$ cat src/rtl/btn_conditioner.sv
// Button front end: two-flop synchronizer, per-bit debounce counter and
// rising-edge detect with lowest-index-wins arbitration into a one-hot load strobe.
module btn_conditioner #(
   parameter int NBTN      = 3,
   parameter int DB_CYCLES = 1000000
) (
   input  logic            clk,
   input  logic            btn_Reset,
   input  logic [NBTN-1:0] btn_raw,
   output logic [NBTN-1:0] pulsador,
   output logic [NBTN-1:0] btn_level
);

   localparam int CNT_W = $clog2(DB_CYCLES);

   logic [NBTN-1:0]  sync1_q;
   logic [NBTN-1:0]  sync2_q;
   logic [NBTN-1:0]  stable_q;
   logic [NBTN-1:0]  stable_d;
   logic [NBTN-1:0]  stableDly_q;
   logic [NBTN-1:0]  pulse_q;
   logic [NBTN-1:0]  pulse_d;
   logic [NBTN-1:0]  rise;
   logic [CNT_W-1:0] cnt_q [NBTN];
   logic [CNT_W-1:0] cnt_d [NBTN];

   // A counter only runs while the synchronized input disagrees with the
   // accepted level; any agreement throws the partial count away.
   always_comb begin
      for (int i = 0; i < NBTN; i++) begin
         stable_d[i] = stable_q[i];
         cnt_d[i]    = '0;
         if (sync2_q[i] != stable_q[i]) begin
            if (cnt_q[i] == CNT_W'(DB_CYCLES - 1)) begin
               stable_d[i] = sync2_q[i];
            end else begin
               cnt_d[i] = cnt_q[i] + CNT_W'(1);
            end
         end
      end
   end

   // x & -x isolates the lowest set bit, so simultaneous presses collapse
   // to the lowest-index button and the rest are dropped.
   always_comb begin
      rise    = stable_q & ~stableDly_q;
      pulse_d = rise & (~rise + NBTN'(1));
   end

   always_ff @(posedge clk or negedge btn_Reset) begin
      if (!btn_Reset) begin
         sync1_q     <= '0;
         sync2_q     <= '0;
         stable_q    <= '0;
         stableDly_q <= '0;
         pulse_q     <= '0;
         for (int i = 0; i < NBTN; i++) begin
            cnt_q[i] <= '0;
         end
      end else begin
         sync1_q     <= btn_raw;
         sync2_q     <= sync1_q;
         stable_q    <= stable_d;
         stableDly_q <= stable_q;
         pulse_q     <= pulse_d;
         for (int i = 0; i < NBTN; i++) begin
            cnt_q[i] <= cnt_d[i];
         end
      end
   end

   assign pulsador  = pulse_q;
   assign btn_level = stable_q;

endmodule

$ cat config.mk
export PLATFORM = sky130hd
export DESIGN_NAME = btn_conditioner
export DESIGN_NICKNAME = d
export VERILOG_FILES = /design/src/rtl/btn_conditioner.sv
export SDC_FILE = /design/constraint.sdc
export NUM_CORES = 1
export LEC_CHECK = 0
export ABC_AREA = 1
export ABC_CLOCK_PERIOD_IN_PS = 1500
export BUFFER_PORTS_ARGS = -buffer_cell sky130_fd_sc_hd__buf_4
export CORE_MARGIN = 1.5
export CORE_UTILIZATION = 62
export CTS_CLUSTER_DIAMETER = 30
export DETAILED_ROUTE_END_ITERATION = 10
export PLACE_DENSITY = 0.88
export SLEW_MARGIN = 20
export SYNTH_ARGS = -nofsm -noshare
export SYNTH_HDL_FRONTEND = slang
export SYNTH_SLANG_ARGS = --single-unit
$ cat constraint.sdc
create_clock -name clk -period 1.5 [get_ports clk]
set_clock_uncertainty 0.05 [all_clocks]
set_input_delay 0 -clock clk [delete_from_list [all_inputs] [get_ports clk]]
set_output_delay 0 -clock clk [all_outputs]
set_load 0.02 [all_outputs]
==> flow_summary.yaml, run 1 <==
synthesis:
  syn_nets: 508
  yosys_warnings: 0
  synth_area_per_cell_um2: 8.03
  synth_cell_types: 29
  synth-main-ff-cell: "dfrtp_1"
  synth_edf_count: 0
  synthCells: 500
  yosysSeqAreaShare_pct: 46.7
  synth-seq-cells: 75
  async_flop_share_pct: 100
  syn_area_um2: 4020
die:
  rows: 29
  core-area_um2: 6310
  die_h_um: 83.5
  ios: 11
  die_area_um2: 6970
  initial_utilization_pct: 63.6
  die_x_um: 83.5
timing:
  period_share_pct: 94.7
  max_slew.worst_pin.slew_ns: 0.398
  rsz0062_at_grt: "true"
  slew_violations: 0
  fin_tns_setup_ns: 0
  post-route-min-period_ns: 1.42
  worst_slack_ns: 0.0792
  hold_viol_final: 0
  whs_ns: 0.0603
  max_slew_margin_pct: 73.4
  setup_viol: 0
  fmax_mhz: 704
cts:
  cts_sinks: 75
  clk_pin_slew_ns: 0.08
  cts_buffer_depth: 2
  cts_made_buffers: 9
  cts_max_level: 3
  clk_latency_ns: 0.36
  cts-root-buf: "clkbuf_8"
  cts_tree: "done"
drt:
  dr.pass1.iters: 5
  highest_layer: "met4"
  vias: 3368
  wl_per_cell_um: 13.6
  met1_length_um: 3640
  routed_via_density: 5.51
  postRouteAntennaNets: 0
  wl_um: 8330
  drtIter0Drc: 269
  dr_wl_met2_um: 3950
  dr_wl_met3_um: 472
  drcViolationCount: 0
worst_setup_path:
  crit_top_cell: "nand2_4"
  end_kind: "register"
  startpoint_type: "register"
  slowest_delay_ns: 0.41
  critPathArrivalTime_ns: 1.62
  path_cells: "ha_4 > nand3_4 > inv_4 > nand2_1 > nor2_2 > nand2_4 > nand2_4 > nor2_1"
  cp_max_fo: 7
  worstSetupPathType: "reg -> reg"
  cp.required_ns: 1.70
  cpMaxStageDelayCell: "dfrtp_1"
power:
  clkPwrFrac_pct: 39.1
  p_comb_share_pct: 4.3
  seq_power_share_pct: 56.6
  p_per_area_nw_per_um2: 805
  leakagePower_uw: 0.00202
  swShare_pct: 24.7
  p_sw_uw: 907
  vdd_drop_max_mv: 0.703
  p_int_uw: 2760
placed_design:
  pre_cts_slack_ns: 0.0191
  dp_hpwl_um: 5880
  place_area_um2: 4230
  port_buffers: 10
  routabilityCongestion: 1.04
global_routing:
  grtUsageTotal_pct: 25.3
  grt_pass1_wl_um: 14100
  grt_max_degree: 46
  overflow: 0
  grt_pass1_vias: 3167
  antenna_found_initial: 0
worst_hold_path:
  hp-class: "in -> async"
final_layout:
  final_nets: 537
  antenna_cells: 0
  mostFrequentLayoutCells: "nor2_1, nand2_1, dfrtp_1"
  drive_gt1_share_pct: 17.0
  fill_cells: 446
  syn2layout_area_growth_pct: 13.3
  fin_area_um2: 4550
  fin_util_pct: 72.1
  layout_commonest_cell: "nor2_1"
outcome:
  status: "complete, no violations"
job:
  drv_cap: 0
-- sequential cells by signal, summed over array words and instances, names as in the netlist --
register	cells
cnt_q	60
btn_level	3
pulsador	3
stableDly_q	3
sync1_q	3
sync2_q	3
-- synth_stat cells, types with 4 or more instances --
| cell | number | area [µm²] |
|---|---|---|
| nand2_2 | 16 | 100 |
| xor2_1 | 22 | 193 |
| nor2_2 | 12 | 75.1 |
| nand2_1 | 82 | 308 |
| o21bai_1 | 4 | 30.0 |
| nand3b_1 | 4 | 30.0 |
| nand3_2 | 5 | 50.1 |
| xnor2_1 | 10 | 87.6 |
| nor2_4 | 9 | 101 |
| a21oi_1 | 9 | 45.0 |
| nand3_1 | 42 | 210 |
| nor2_1 | 121 | 454 |
| dfrtp_1 | 75 | 1880 |
| nor3_1 | 6 | 30.0 |
| nand4_1 | 9 | 56.3 |
| inv_1 | 47 | 176 |
| inv_2 | 6 | 22.5 |
-- worst max-delay path, delay by kind of cell, from the launching register on --
kind | cells | cell delay [ns]
AND/OR/NAND/NOR | 6 | 0.59
buffers and inverters | 1 | 0.08
adder cells (fa/ha/maj) | 1 | 0.17
flip-flops | 1 | 0.41
-- timing repair --
item                                    4_1_cts  5_1_grt
endpoints found under the setup margin        0       35
endpoints found under the hold margin        78        0
gates resized for setup                       0       20
hold buffers                                  4        0
setup buffers                                 0        1
-- power groups by stage --
stage          Combinational [µW]  Sequential (µW)  Clock, µW
5_1_grt                       181             2080       1560
3_3_place_gp                  139             2110          0
2_1_floorplan                69.1             2110          0
3_5_place_dp                  143             2110          0
6_report                      158             2070       1430
4_1_cts                       152             2070       1460
-- kinds of logic (layout without fill, tap and decap cells) --
family	after synthesis	after routing	synth area share, %
AND/OR/NAND/NOR	314	314	36.9
AO/OA/AOI/OAI	20	20	2.90
buffers and inverters	55	89	5.14
adder cells (fa/ha/maj)	3	3	0.935
XOR/XNOR	33	33	7.38
flip-flops	75	75	46.7
-- routing by layer --
metal  track usage (%)  up-vias
li1                  -     1626
met1              33.4     1603
met2              41.1      111
met3              4.25       28
met4              11.8        0
met5                 0        -
-- stage by stage --
| step | power [µW] | std cells |
|---|---|---|
| floorplan | 2170 | 500 |
| global placement | 2250 | 590 |
| detailed placement | 2250 | 590 |
| CTS | 3680 | 610 |
| global route | 3820 | 611 |
| finish | 3660 | 611 |
-- cell type report --
type	count	area, µm²	share of cell area, %
tap	77	96.3	2.12
sequential	75	1880	41.3
multi-input combinational	370	2020	44.5
inverter	53	201	4.43
clock inverter	5	37.5	0.825
timing repair buffer	20	173	3.79
clock buffer	11	141	3.11
-- worst paths after layout --
| path | from | to | slack, ns | cells after the start |
|---|---|---|---|---|
| setup / recovery | cnt_q[20] | cnt_q[38] | 0.08 | 8 |
| hold / removal | btn_Reset | cnt_q[29] | 0.06 | 2 |
| setup reg to reg | cnt_q[20] | cnt_q[38] | 0.08 | 8 |
| hold reg to reg | sync1_q[1] | sync2_q[1] | 0.30 | 0 |
| max in group asynchronous | btn_Reset | cnt_q[33] | 0.77 | 3 |
| min in group clk | btn_raw[0] | sync1_q[0] | 0.24 | 2 |
Note: power is estimated with default switching activity, not from simulation.
==> run 2, diff against run 1 <==
--- a/config.mk
+++ b/config.mk
@@ -5,14 +5,13 @@
 export SDC_FILE = /design/constraint.sdc
 export NUM_CORES = 1
 export LEC_CHECK = 0
-export ABC_AREA = 1
 export ABC_CLOCK_PERIOD_IN_PS = 1500
 export BUFFER_PORTS_ARGS = -buffer_cell sky130_fd_sc_hd__buf_4
 export CORE_MARGIN = 1.5
-export CORE_UTILIZATION = 62
+export CORE_UTILIZATION = 61
 export CTS_CLUSTER_DIAMETER = 30
 export DETAILED_ROUTE_END_ITERATION = 10
-export PLACE_DENSITY = 0.88
+export PLACE_DENSITY = 0.87
 export SLEW_MARGIN = 20
 export SYNTH_ARGS = -nofsm -noshare
 export SYNTH_HDL_FRONTEND = slang
==> flow_summary.yaml, run 2 <==
timing:
  max_slew_margin_pct: 68.3
  slew_violations: 0
  post-route-min-period_ns: 2.11
  fmax_mhz: 474
  rsz0062_at_grt: "true"
  worst_slack_ns: -0.608
  setup_viol: 63
  period_share_pct: 141
  whs_ns: 0.0783
  hold_viol_final: 0
  max_slew.worst_pin.slew_ns: 0.472
synthesis:
  synth_cell_types: 28
  async_flop_share_pct: 100
  synth-main-ff-cell: "dfrtp_1"
  syn_nets: 356
  synth_area_per_cell_um2: 9.92
  synthAdderAreaFrac_pct: 1.09
  synthCells: 348
  synth_most_common_cell: "dfrtp_1"
  yosys.area.top_type: "dfrtp_1"
  yosys_warnings: 0
  yosysSeqAreaShare_pct: 54.3
  yosys-top-cells-count: "dfrtp_1, nor2_1, a21oi_1, nand3_1, o21ai_0"
  synth_top_family_by_area: "simple AND/OR/NAND/NOR gates"
  synth_xor_xnor_area_share_pct: 7.86
  muxShareOfSynthArea_pct: 0.978
  syn_area_um2: 3450
  yosys-top-cells-area: "dfrtp_1, xnor2_1, nor2_1"
  synth_top_area_share_pct: 54.3
  synth_edf_count: 0
  yosys.area_share.simple_pct: 24.2
  synth-seq-cells: 75
  synth-compound-area-share_pct: 8.44
worst_setup_path:
  cpMaxStageDelayCell: "or4_4"
  r2r_slack_ns: -0.61
  cp.required_ns: 1.72
  rr_startpoint: "cnt_q[21]"
  reg2reg_to: "cnt_q[33]"
  critPathArrivalTime_ns: 2.33
  path_cells: "nand3_2 > or4_4 > buf_4 > or3_1 > a21oi_1"
  startpoint_type: "register"
  worstSetupPathType: "reg -> reg"
  slowest_delay_ns: 0.59
  reg2reg_depth: 5
  end_kind: "register"
  path_buf_inv: 1
  cpLargestDelayFamily: "simple AND/OR/NAND/NOR gates"
  cp_max_fo: 6
die:
  rows: 27
  die_h_um: 78.2
  ios: 11
  die_area_um2: 6120
  die_x_um: 78.2
  initial_utilization_pct: 63.1
  core-area_um2: 5470
final_layout:
  regMostFlops: "cnt_q"
  mostFrequentLayoutCells: "buf_4, dfrtp_1, nand3_1"
  drive_gt1_share_pct: 46.7
  largest_reg_flops: 60
  final_nets: 466
  fill_cells: 138
  layout.cells.non_filler: 535
  layout_commonest_cell: "buf_4"
  syn2layout_area_growth_pct: 50.5
  antenna_cells: 0
cts:
  clk_latency_ns: 0.38
  cts_tree: "done"
  cts_sinks: 75
  cts-root-buf: "clkbuf_8"
  clk_pin_slew_ns: 0.10
  cts_made_buffers: 9
  cts_max_level: 3
  cts_buffer_depth: 2
placed_design:
  post-place-cells: 492
  routabilityCongestion: 0.852
  dp_hpwl_um: 5560
  port_buffers: 10
drt:
  postRouteAntennaNets: 0
  drtIter0Drc: 499
  routed_via_density: 7.26
  wl_um: 14800
  drcViolationCount: 0
  wl_per_cell_um: 27.6
  dr.pass1.iters: 6
  vias: 3882
power:
  vdd_drop_max_mv: 0.918
  leakagePower_uw: 0.00218
  p_per_area_nw_per_um2: 811
job:
  drv_cap: 0
outcome:
  violations: "negative setup slack"
  status: "finished with violations"
global_routing:
  grtUsageTotal_pct: 37.7
  grt_max_degree: 42
  grt_pass1_vias: 3550
  overflow: 0
  grt_pass1_wl_um: 17400
  antenna_found_initial: 0
worst_hold_path:
  hp-class: "in -> async"
==> run 2: per-layer routing <==
layer | vias up | global-route usage [%] | wire, µm
met1 | 1816 | 44.2 | 4790
met3 | 166 | 8.02 | 1780
li1 | 1458 | - | -
met5 | - | 0 | 0
met4 | 0 | 22.1 | 1390
met2 | 442 | 63.7 | 6800
==> run 2: final cells by class <==
type                    count  area, µm²  area share, %
clock buffers               9        124           2.38
inverters                  14       52.6           1.01
clock inverters             7       91.3           1.76
well taps                  72       90.1           1.73
repair buffers            110        958           18.4
multi-input cells         248       2000           38.6
flip-flops and latches     75       1880           36.1
==> run 2: through the flow <==
| step | setup slack (ns) | total power, µW | setup TNS (ns) | util (%) | cell area, µm² |
|---|---|---|---|---|---|
| after detailed placement | -0.473 | 2310 | -16.93 | 77.1 | 4220 |
| after floorplan | -0.409 | 2190 | -9.17 | - | 3570 |
| final | -0.608 | 4220 | -26.98 | 95.0 | 5200 |
| after global placement | -0.348 | 2290 | -13.51 | 77.1 | 4220 |
| after global routing | -0.588 | 4280 | -28.52 | 95.0 | 5200 |
| after CTS | -0.397 | 4040 | -15.81 | 88.9 | 4870 |
==> run 2: worst max path at each step <==
stage              start         to  slack, ns  cells past startpoint
3_3_place_gp   cnt_q[41]  cnt_q[58]      -0.35                      5
3_5_place_dp   cnt_q[44]  cnt_q[58]      -0.47                      4
5_1_grt        cnt_q[21]  cnt_q[33]      -0.59                      5
6_report       cnt_q[21]  cnt_q[33]      -0.61                      5
4_1_cts        cnt_q[28]  cnt_q[39]      -0.40                      5
2_1_floorplan  cnt_q[22]  cnt_q[38]      -0.41                      5
==> run 2: what timing repair did <==
item                       4_1_cts  5_1_grt
cloned                           4        1
pin swaps                       28       22
hold endpoints to repair        78        0
hold buffers                     4        0
buffers inserted                16        7
setup endpoints to repair       63       63
gates resized for setup         65       67
==> run 2: kinds of logic (layout without fill, tap and decap cells) <==
group,count (synthesis),after routing
XOR/XNOR,31,31
flip-flops,75,75
AO/OA/AOI/OAI,55,55
buffers and inverters,27,140
multiplexers,3,3
adder cells (fa/ha/maj),3,3
AND/OR/NAND/NOR,154,156
==> run 2: power breakdown <==
part / internal, µW / switching, µW / leakage [µW]
clock network: 935 / 886 / 0.000109
registers: 2050 / 35.7 / 0.00103
logic: 137 / 176 / 0.00105
total: 3120 / 1100 / 0.00218
